<file path="src/rtl/adc_spi_sampler.sv">
// adc_spi_sampler: SPI mode-0 master for an MCP3008-class 10-bit ADC.
// Runs one single-ended conversion every SAMPLE_PERIOD clocks and publishes
// the 10-bit result with a one-clock valid pulse.
// Optional throttle mapping is enabled with `define ADC_SPI_SAMPLER_ACCEL_MAP_EN;
// without it o_accel is tied to zero.
module adc_spi_sampler #(
   parameter int CLK_DIV       = 675,
   parameter int SAMPLE_PERIOD = 86400,
   parameter int CS_HIGH_CYC   = 1350,
   parameter int ACCEL_LO      = 280,
   parameter int ACCEL_HI      = 780
) (
   input  logic       i_clk,
   input  logic       i_rst_n,
   input  logic       i_enable,
   input  logic [2:0] i_channel,
   output logic       o_sclk,
   output logic       o_cs_n,
   output logic       o_mosi,
   input  logic       i_miso,
   output logic [9:0] o_sample,
   output logic       o_sample_valid,
   output logic       o_busy,
   output logic [9:0] o_accel
);

   // Counter widths; every counter is at least one bit wide
   localparam int PCW = (SAMPLE_PERIOD > 1) ? $clog2(SAMPLE_PERIOD) : 1;
   localparam int DCW = $clog2(CLK_DIV + 1);
   localparam int GCW = $clog2(CS_HIGH_CYC + 1);

   localparam logic [PCW-1:0] PERIOD_LAST = PCW'(SAMPLE_PERIOD - 1);
   localparam logic [DCW-1:0] DIV_LAST    = DCW'(CLK_DIV - 1);
   localparam logic [GCW-1:0] GAP_LAST    = GCW'(CS_HIGH_CYC - 1);

   // Bit indices are zero-based: index 0 is the start bit, 7..16 carry B9..B0
   localparam logic [4:0] BIT_LAST   = 5'd16;
   localparam logic [4:0] DATA_FIRST = 5'd7;

   // Frame state machine encoding
   localparam logic [1:0] S_IDLE = 2'd0;
   localparam logic [1:0] S_XFER = 2'd1;
   localparam logic [1:0] S_DONE = 2'd2;
   localparam logic [1:0] S_GAP  = 2'd3;

   // Command bit driven on DIN for a given zero-based bit index
   function automatic logic cmd_bit(input logic [4:0] idx, input logic [2:0] ch);
      logic b;
      case (idx)
         5'd0:    b = 1'b1;   // start
         5'd1:    b = 1'b1;   // single-ended
         5'd2:    b = ch[2];
         5'd3:    b = ch[1];
         5'd4:    b = ch[0];
         default: b = 1'b0;   // sample/null slots and data phase
      endcase
      return b;
   endfunction

   logic [1:0]     r_state;
   logic [PCW-1:0] r_period_cnt;
   logic [DCW-1:0] r_div_cnt;
   logic [4:0]     r_bit_cnt;
   logic [GCW-1:0] r_gap_cnt;
   logic [2:0]     r_chan;
   logic [9:0]     r_shift;
   logic           r_miso_s1;
   logic           r_miso_s2;
   logic           r_sclk;
   logic           r_cs_n;
   logic           r_busy;
   logic           r_mosi;
   logic [9:0]     r_sample;
   logic           r_sample_valid;

   logic w_start;
   logic w_half_end;
   logic w_done;

   // A frame may start only from IDLE, which is reached only after the CS gap
   assign w_start    = (r_state == S_IDLE) && (r_period_cnt == PERIOD_LAST) && i_enable;
   assign w_half_end = (r_state == S_XFER) && (r_div_cnt == DIV_LAST);
   // Falling SCLK edge closing the 17th bit ends the transfer
   assign w_done     = w_half_end && r_sclk && (r_bit_cnt == BIT_LAST);

   // Two-flop synchronizer for the asynchronous ADC data line
   always_ff @(posedge i_clk or negedge i_rst_n) begin
      if (!i_rst_n) begin
         r_miso_s1 <= 1'b0;
         r_miso_s2 <= 1'b0;
      end else begin
         r_miso_s1 <= i_miso;
         r_miso_s2 <= r_miso_s1;
      end
   end

   // Free-running period counter; holds at its last value, clears only at frame start
   always_ff @(posedge i_clk or negedge i_rst_n) begin
      if (!i_rst_n) begin
         r_period_cnt <= '0;
      end else if (w_start) begin
         r_period_cnt <= '0;
      end else if (r_period_cnt != PERIOD_LAST) begin
         r_period_cnt <= r_period_cnt + PCW'(1);
      end else begin
         r_period_cnt <= r_period_cnt;
      end
   end

   // Frame sequencer: chip select, SCLK generation, command shift-out, data shift-in
   always_ff @(posedge i_clk or negedge i_rst_n) begin
      if (!i_rst_n) begin
         r_state        <= S_IDLE;
         r_div_cnt      <= '0;
         r_bit_cnt      <= 5'd0;
         r_gap_cnt      <= '0;
         r_chan         <= 3'd0;
         r_shift        <= 10'd0;
         r_sclk         <= 1'b0;
         r_cs_n         <= 1'b1;
         r_busy         <= 1'b0;
         r_mosi         <= 1'b0;
         r_sample       <= 10'd0;
         r_sample_valid <= 1'b0;
      end else begin
         r_sample_valid <= 1'b0;
         case (r_state)
            S_IDLE: begin
               if (w_start) begin
                  r_chan    <= i_channel;
                  r_cs_n    <= 1'b0;
                  r_busy    <= 1'b1;
                  r_mosi    <= cmd_bit(5'd0, i_channel);
                  r_sclk    <= 1'b0;
                  r_div_cnt <= '0;
                  r_bit_cnt <= 5'd0;
                  r_state   <= S_XFER;
               end
            end
            S_XFER: begin
               if (!w_half_end) begin
                  r_div_cnt <= r_div_cnt + DCW'(1);
               end else if (!r_sclk) begin
                  // Rising edge: ADC data is valid during the data phase
                  r_div_cnt <= '0;
                  r_sclk    <= 1'b1;
                  if (r_bit_cnt >= DATA_FIRST) begin
                     r_shift <= {r_shift[8:0], r_miso_s2};
                  end
               end else if (w_done) begin
                  // Last falling edge: release the ADC and publish the result
                  r_div_cnt      <= '0;
                  r_sclk         <= 1'b0;
                  r_cs_n         <= 1'b1;
                  r_busy         <= 1'b0;
                  r_mosi         <= 1'b0;
                  r_sample       <= r_shift;
                  r_sample_valid <= 1'b1;
                  r_state        <= S_DONE;
               end else begin
                  // Falling edge: advance to the next bit and present its command value
                  r_div_cnt <= '0;
                  r_sclk    <= 1'b0;
                  r_bit_cnt <= r_bit_cnt + 5'd1;
                  r_mosi    <= cmd_bit(r_bit_cnt + 5'd1, r_chan);
               end
            end
            S_DONE: begin
               r_gap_cnt <= '0;
               r_state   <= S_GAP;
            end
            S_GAP: begin
               if (r_gap_cnt == GAP_LAST) begin
                  r_state <= S_IDLE;
               end else begin
                  r_gap_cnt <= r_gap_cnt + GCW'(1);
               end
            end
            default: begin
               r_state <= S_IDLE;
               r_sclk  <= 1'b0;
               r_cs_n  <= 1'b1;
               r_busy  <= 1'b0;
               r_mosi  <= 1'b0;
            end
         endcase
      end
   end

`ifdef ADC_SPI_SAMPLER_ACCEL_MAP_EN
   localparam logic [10:0] LO_11 = 11'(ACCEL_LO);
   localparam logic [10:0] HI_11 = 11'(ACCEL_HI);

   // Throttle map: clamp below LO and at/above HI, else twice the offset from LO
   function automatic logic [9:0] accel_map(input logic [9:0] raw);
      logic [10:0] v;
      v = {1'b0, raw};
      if (v < LO_11) begin
         v = 11'd0;
      end else if (v >= HI_11) begin
         v = 11'd1000;
      end else begin
         v = (v - LO_11) << 1;
      end
      return v[9:0];
   endfunction

   logic [9:0] r_accel;

   // Mapped value updates on the same edge as the published sample
   always_ff @(posedge i_clk or negedge i_rst_n) begin
      if (!i_rst_n) begin
         r_accel <= 10'd0;
      end else if (w_done) begin
         r_accel <= accel_map(r_shift);
      end else begin
         r_accel <= r_accel;
      end
   end

   assign o_accel = r_accel;
`else
   assign o_accel = 10'd0;
`endif

   assign o_sclk         = r_sclk;
   assign o_cs_n         = r_cs_n;
   assign o_busy         = r_busy;
   assign o_mosi         = r_mosi;
   assign o_sample       = r_sample;
   assign o_sample_valid = r_sample_valid;

endmodule

</file>
<file path="config.mk">
export PLATFORM = sky130hd
export DESIGN_NAME = adc_spi_sampler
export DESIGN_NICKNAME = d
export VERILOG_FILES = /design/src/rtl/adc_spi_sampler.sv
export SDC_FILE = /design/constraint.sdc
export NUM_CORES = 1
export LEC_CHECK = 0
export BUFFER_PORTS_ARGS = -buffer_cell sky130_fd_sc_hd__buf_4
export CAP_MARGIN = 20
export CORE_ASPECT_RATIO = 0.5
export CORE_MARGIN = 2
export CORE_UTILIZATION = 35
export CTS_CLUSTER_DIAMETER = 40
export DETAILED_ROUTE_END_ITERATION = 16
export PLACE_DENSITY = 0.63
export SLEW_MARGIN = 20
export SYNTH_ARGS = -nofsm -noshare
export SYNTH_HDL_FRONTEND = slang
export SYNTH_SLANG_ARGS = --single-unit
</file>
<file path="constraint.sdc">
create_clock -name i_clk -period 2.7 [get_ports i_clk]
set_input_delay 0.27 -clock i_clk [delete_from_list [all_inputs] [get_ports i_clk]]
set_output_delay 0.27 -clock i_clk [all_outputs]
set_load 0.005 [all_outputs]
</file>
==> summary.md <==
| Metric | Value |
|---|---|
| Final Power | `between 2 and 2.5 mW` |
| Warnings, synthesis | `0` |
| Pre-CTS setup slack | `between 0.15 and 0.2 ns` |
| Least setup slack across all paths after layout | `around 0.16 ns` |
| Leakage | `roughly 2.1 nW` |
| Clk slew on worst S/H paths | `around 0.060 ns` |
| Fraction of final layout cells sized beyond drive strength 1 | `0.1995` |
| Total vias in the final route | `between 2000 and 3000` |
| Max Buffers Root-to-Sink | `2` |
| Cells on worst reg2reg path | `5` |
| Number of H-tree levels | `3` |
| Via count of the first global-routing pass | `roughly 2700` |
| Power per Cell Area | `543.1 mW/mm^2` |
| Cell-by-cell listing of the critical path | `or4b_4, or4_4, o22a_4, or2_1, a22o_1` |
| Reg2Reg Launch Point | `r_period_cnt[13]$_DFFE_PN0P_` |
| Final worst clock skew | `roughly 0.007 ns` |
| Total detailed-routing wirelength | `between 7000 and 8000 microns` |
| Util after Layout | `0.4173` |
| Number of flops mapped to enable cells by yosys | `0` |
| Cell count of the worst hold path | `1` |
| Endpoint of the worst register-to-register path | `r_bit_cnt[4]$_DFFE_PN0P_` |
| Worst EP arrival | `around 2.8 ns` |
| Number of buffers added to fix hold violations after cts | `0` |
| Number of antenna violations at the first check in global routing | `0` |
| Diode insertion count for antenna repair | `0` |
| Final GP Congestion | `around 0.85` |
| Final antenna-violating net count | `0` |
| Setup violators final | `0` |
| Overall global routing resource usage | `0.1341` |
| Worst slew slack as a fraction of its limit | `0.3861` |
| Highest net fanout along the worst path | `17` |
| Critical Path Sink Type | `register` |
| First-iteration detailed-routing DRC count | `about 160` |
| Count of port buffers added during placement | `21` |
| Flip-flop and latch count after synthesis | `75` |
| Clock latency of the later-clocked register in the worst-skew pair | `roughly 0.34 ns` |
| Library cell used as clock root buffer | `clkbuf_16` |
| Synthesized area divided by synthesized cell count | `between 10 and 15 sq um` |
| Initial core utilization | `0.3558` |
| Total overflow reported by the global router | `0` |
| Highest-count cells in the layout ignoring fill and taps | `74 x dfrtp_1, 33 x buf_4, 27 x nand2_1, 26 x nor2_1, 22 x mux2_2` |
| Outcome | `complete, no violations` |
| Synth area leader | `dfrtp_1` |
| Total die area | `~0.012 sq mm` |
| Kind of start point of the critical path | `register` |
| Share of synthesized area occupied by flip-flops and latches | `0.4853` |
| Register-to-register setup slack | `roughly 0.16 ns` |
| Maximum cell stage delay along the critical path | `0.61 ns` |
| Transition at the pin with the smallest max-transition slack | `roughly 0.9 ns` |
| Final Hold Slack | `0.03587 ns` |
| Setup Buffers After CTS | `0` |
| Max-capacitance violation count | `0` |
| Final min period | `around 2.5 ns` |
| RSZ-0062 raised after global routing | `false` |
| First-pass GRT wire length | `12980 microns` |
| Fin. Hold Viols | `0` |
| Height of the die | `78.36 microns` |
| DR vias/cell | `slightly above 5` |
| Core Region | `~0.011 sq mm` |
| Worst Path Required | `2.93 ns` |
| Remaining design rule violation count | `0` |
| TritonCTS clock tree | `done` |
| Summed instance area of the synthesized netlist | `between 0.003 and 0.004 sq mm` |
| Top cell type's share of synthesized area | `0.4785` |
| Hold-critical path endpoint | `r_miso_s1$_DFF_PN0_` |
| Buffers & Inverters on Critical Path | `0` |
| HPWL after DPL | `slightly above 5000 microns` |
| Layout Nets | `about 420` |
| Chip Width | `between 150 and 200 microns` |
| Sum of negative setup slack | `0 ns` |
| Peak VDD IR | `roughly 0.33 mV` |
| Drt wl/cell | `around 14 microns` |
| Layout-stage area growth over the synthesis result | `17.30%` |
| Floorplan row count | `27` |
| Number of clock sinks | `75` |
| Post-cts gate resize count | `0` |
| Maximum number of pins on one net before global-route repair | `76` |
| Prevailing post-synth register cell | `dfrtp_1` |
| Class of the tightest hold or removal check | `in -> reg` |
| Crit path max-delay cell type | `or4_4` |
| Num ports | `32` |
| Number of CTS-inserted buffers | `9` |
| Number of iterations in the first detailed-routing pass | `4` |
| Final worst-path cycle share | `0.9416` |
| Min-Delay Startpoint | `i_miso` |
| Leading cell type in the layout, fill and taps excluded | `dfrtp_1` |
| Post-synth ARST share | `1.000` |
| Number of max-slew violations in the final report | `0` |
| Maximum clock frequency | `roughly 390 MHz` |
| CP Class | `reg -> reg` |
| Synthesized instance count | `~370` |
| Cell types occupying the most area after synthesis | `dfrtp_1 48%, mux2_2 6.4%, ha_1 4.5%, nand3_1 2.7%, nand2_1 2.6%` |
| Number of unique standard cell types used by synthesis | `63` |
| Worst path top cell family by delay | `simple AND/OR/NAND/NOR gates` |
[metrics by stage]
stage / std cells / area [sq um]
global placement: 535 / 4215
CTS: 551 / 4539
detailed placement: 535 / 4215
finish: 551 / 4539
floorplan: 378 / 3904
global route: 551 / 4539
[state kept, by name (all words and copies together) (netlist names), 2 cells and up]
signal        cells
r_period_cnt     17
r_state           2
r_div_cnt        10
r_gap_cnt        11
r_chan            3
o_sample         10
r_bit_cnt         5
r_shift          10
[worst reg2reg max path, cell delays in order (launching register included)]
cell     delay (ns)
dfrtp_1        0.41
or4b_4         0.56
or4_4          0.61
o22a_4         0.32
or2_1          0.30
a22o_1         0.24
[power by group]
group | internal [mW] | switching, mW
registers | 1.13 | 0.000310
clock network | 0.821 | 0.487
logic | 0.00554 | 0.0258
total | 1.95 | 0.513
[worst max path at each step]
| stage | from | to | cells after the start |
|---|---|---|---|
| after global placement | r_period_cnt[13]$_DFFE_PN0P_ | r_bit_cnt[4]$_DFFE_PN0P_ | 5 |
| final | r_period_cnt[13]$_DFFE_PN0P_ | r_bit_cnt[4]$_DFFE_PN0P_ | 5 |
| after global routing | r_period_cnt[13]$_DFFE_PN0P_ | r_bit_cnt[4]$_DFFE_PN0P_ | 5 |
| after detailed placement | r_period_cnt[13]$_DFFE_PN0P_ | r_bit_cnt[4]$_DFFE_PN0P_ | 5 |
| after CTS | r_period_cnt[13]$_DFFE_PN0P_ | r_bit_cnt[4]$_DFFE_PN0P_ | 5 |
| after floorplan | r_div_cnt[2]$_DFFE_PN0P_ | o_sample[4]$_DFFE_PN0P_ | 6 |
[cell families after synthesis]
kind of cell    after synthesis  share of synthesized area
simple gates                133                     0.1866
flops                        75                     0.4853
compound gates               73                     0.1297
buf+inv                      32                    0.04300
mux                          27                    0.07760
fa+ha+maj                    14                    0.04526
xor+xnor                     14                    0.03169
other cells                   1                  0.0009690
[Yosys cell counts (2+ instances only)]
cell type / count
nor2b_1: 3
and3_1: 11
a21oi_1: 11
nand3b_1: 2
a31oi_1: 10
nand4b_1: 2
o211ai_1: 3
dfrtp_1: 74
inv_1: 11
nand4_1: 5
nor4_1: 5
o41ai_1: 2
mux2_2: 22
clkbuf_1: 9
buf_4: 10
nand2_1: 27
xnor2_1: 7
xor2_1: 7
mux2i_1: 3
or3_1: 4
a21o_1: 3
nor3_1: 7
and2_1: 3
ha_1: 14
mux2_1: 2
o21ai_0: 16
or4_1: 2
nor2_1: 26
o21ai_1: 6
nand3_1: 21
o31ai_1: 9
[per-layer routing]
metal	GRT usage	share of wire	vias up
met1	0.1804	0.49	1384
met2	0.2072	0.45	57
met4	0.04259	0.013	0
met5	0	0	-
li1	-	-	1392
met3	0.04307	0.045	8
[final cells by class]
type                    count  area [sq um]
fillers                  1082          6339
flip-flops and latches     75          1878
clock inverters             6         95.09
inverters                  11         41.29
multi-input cells         271          1867
clock buffers              10         229.0
well taps                 145         181.4
repair buffers             33         247.7
(Power assumes the default switching activity.)
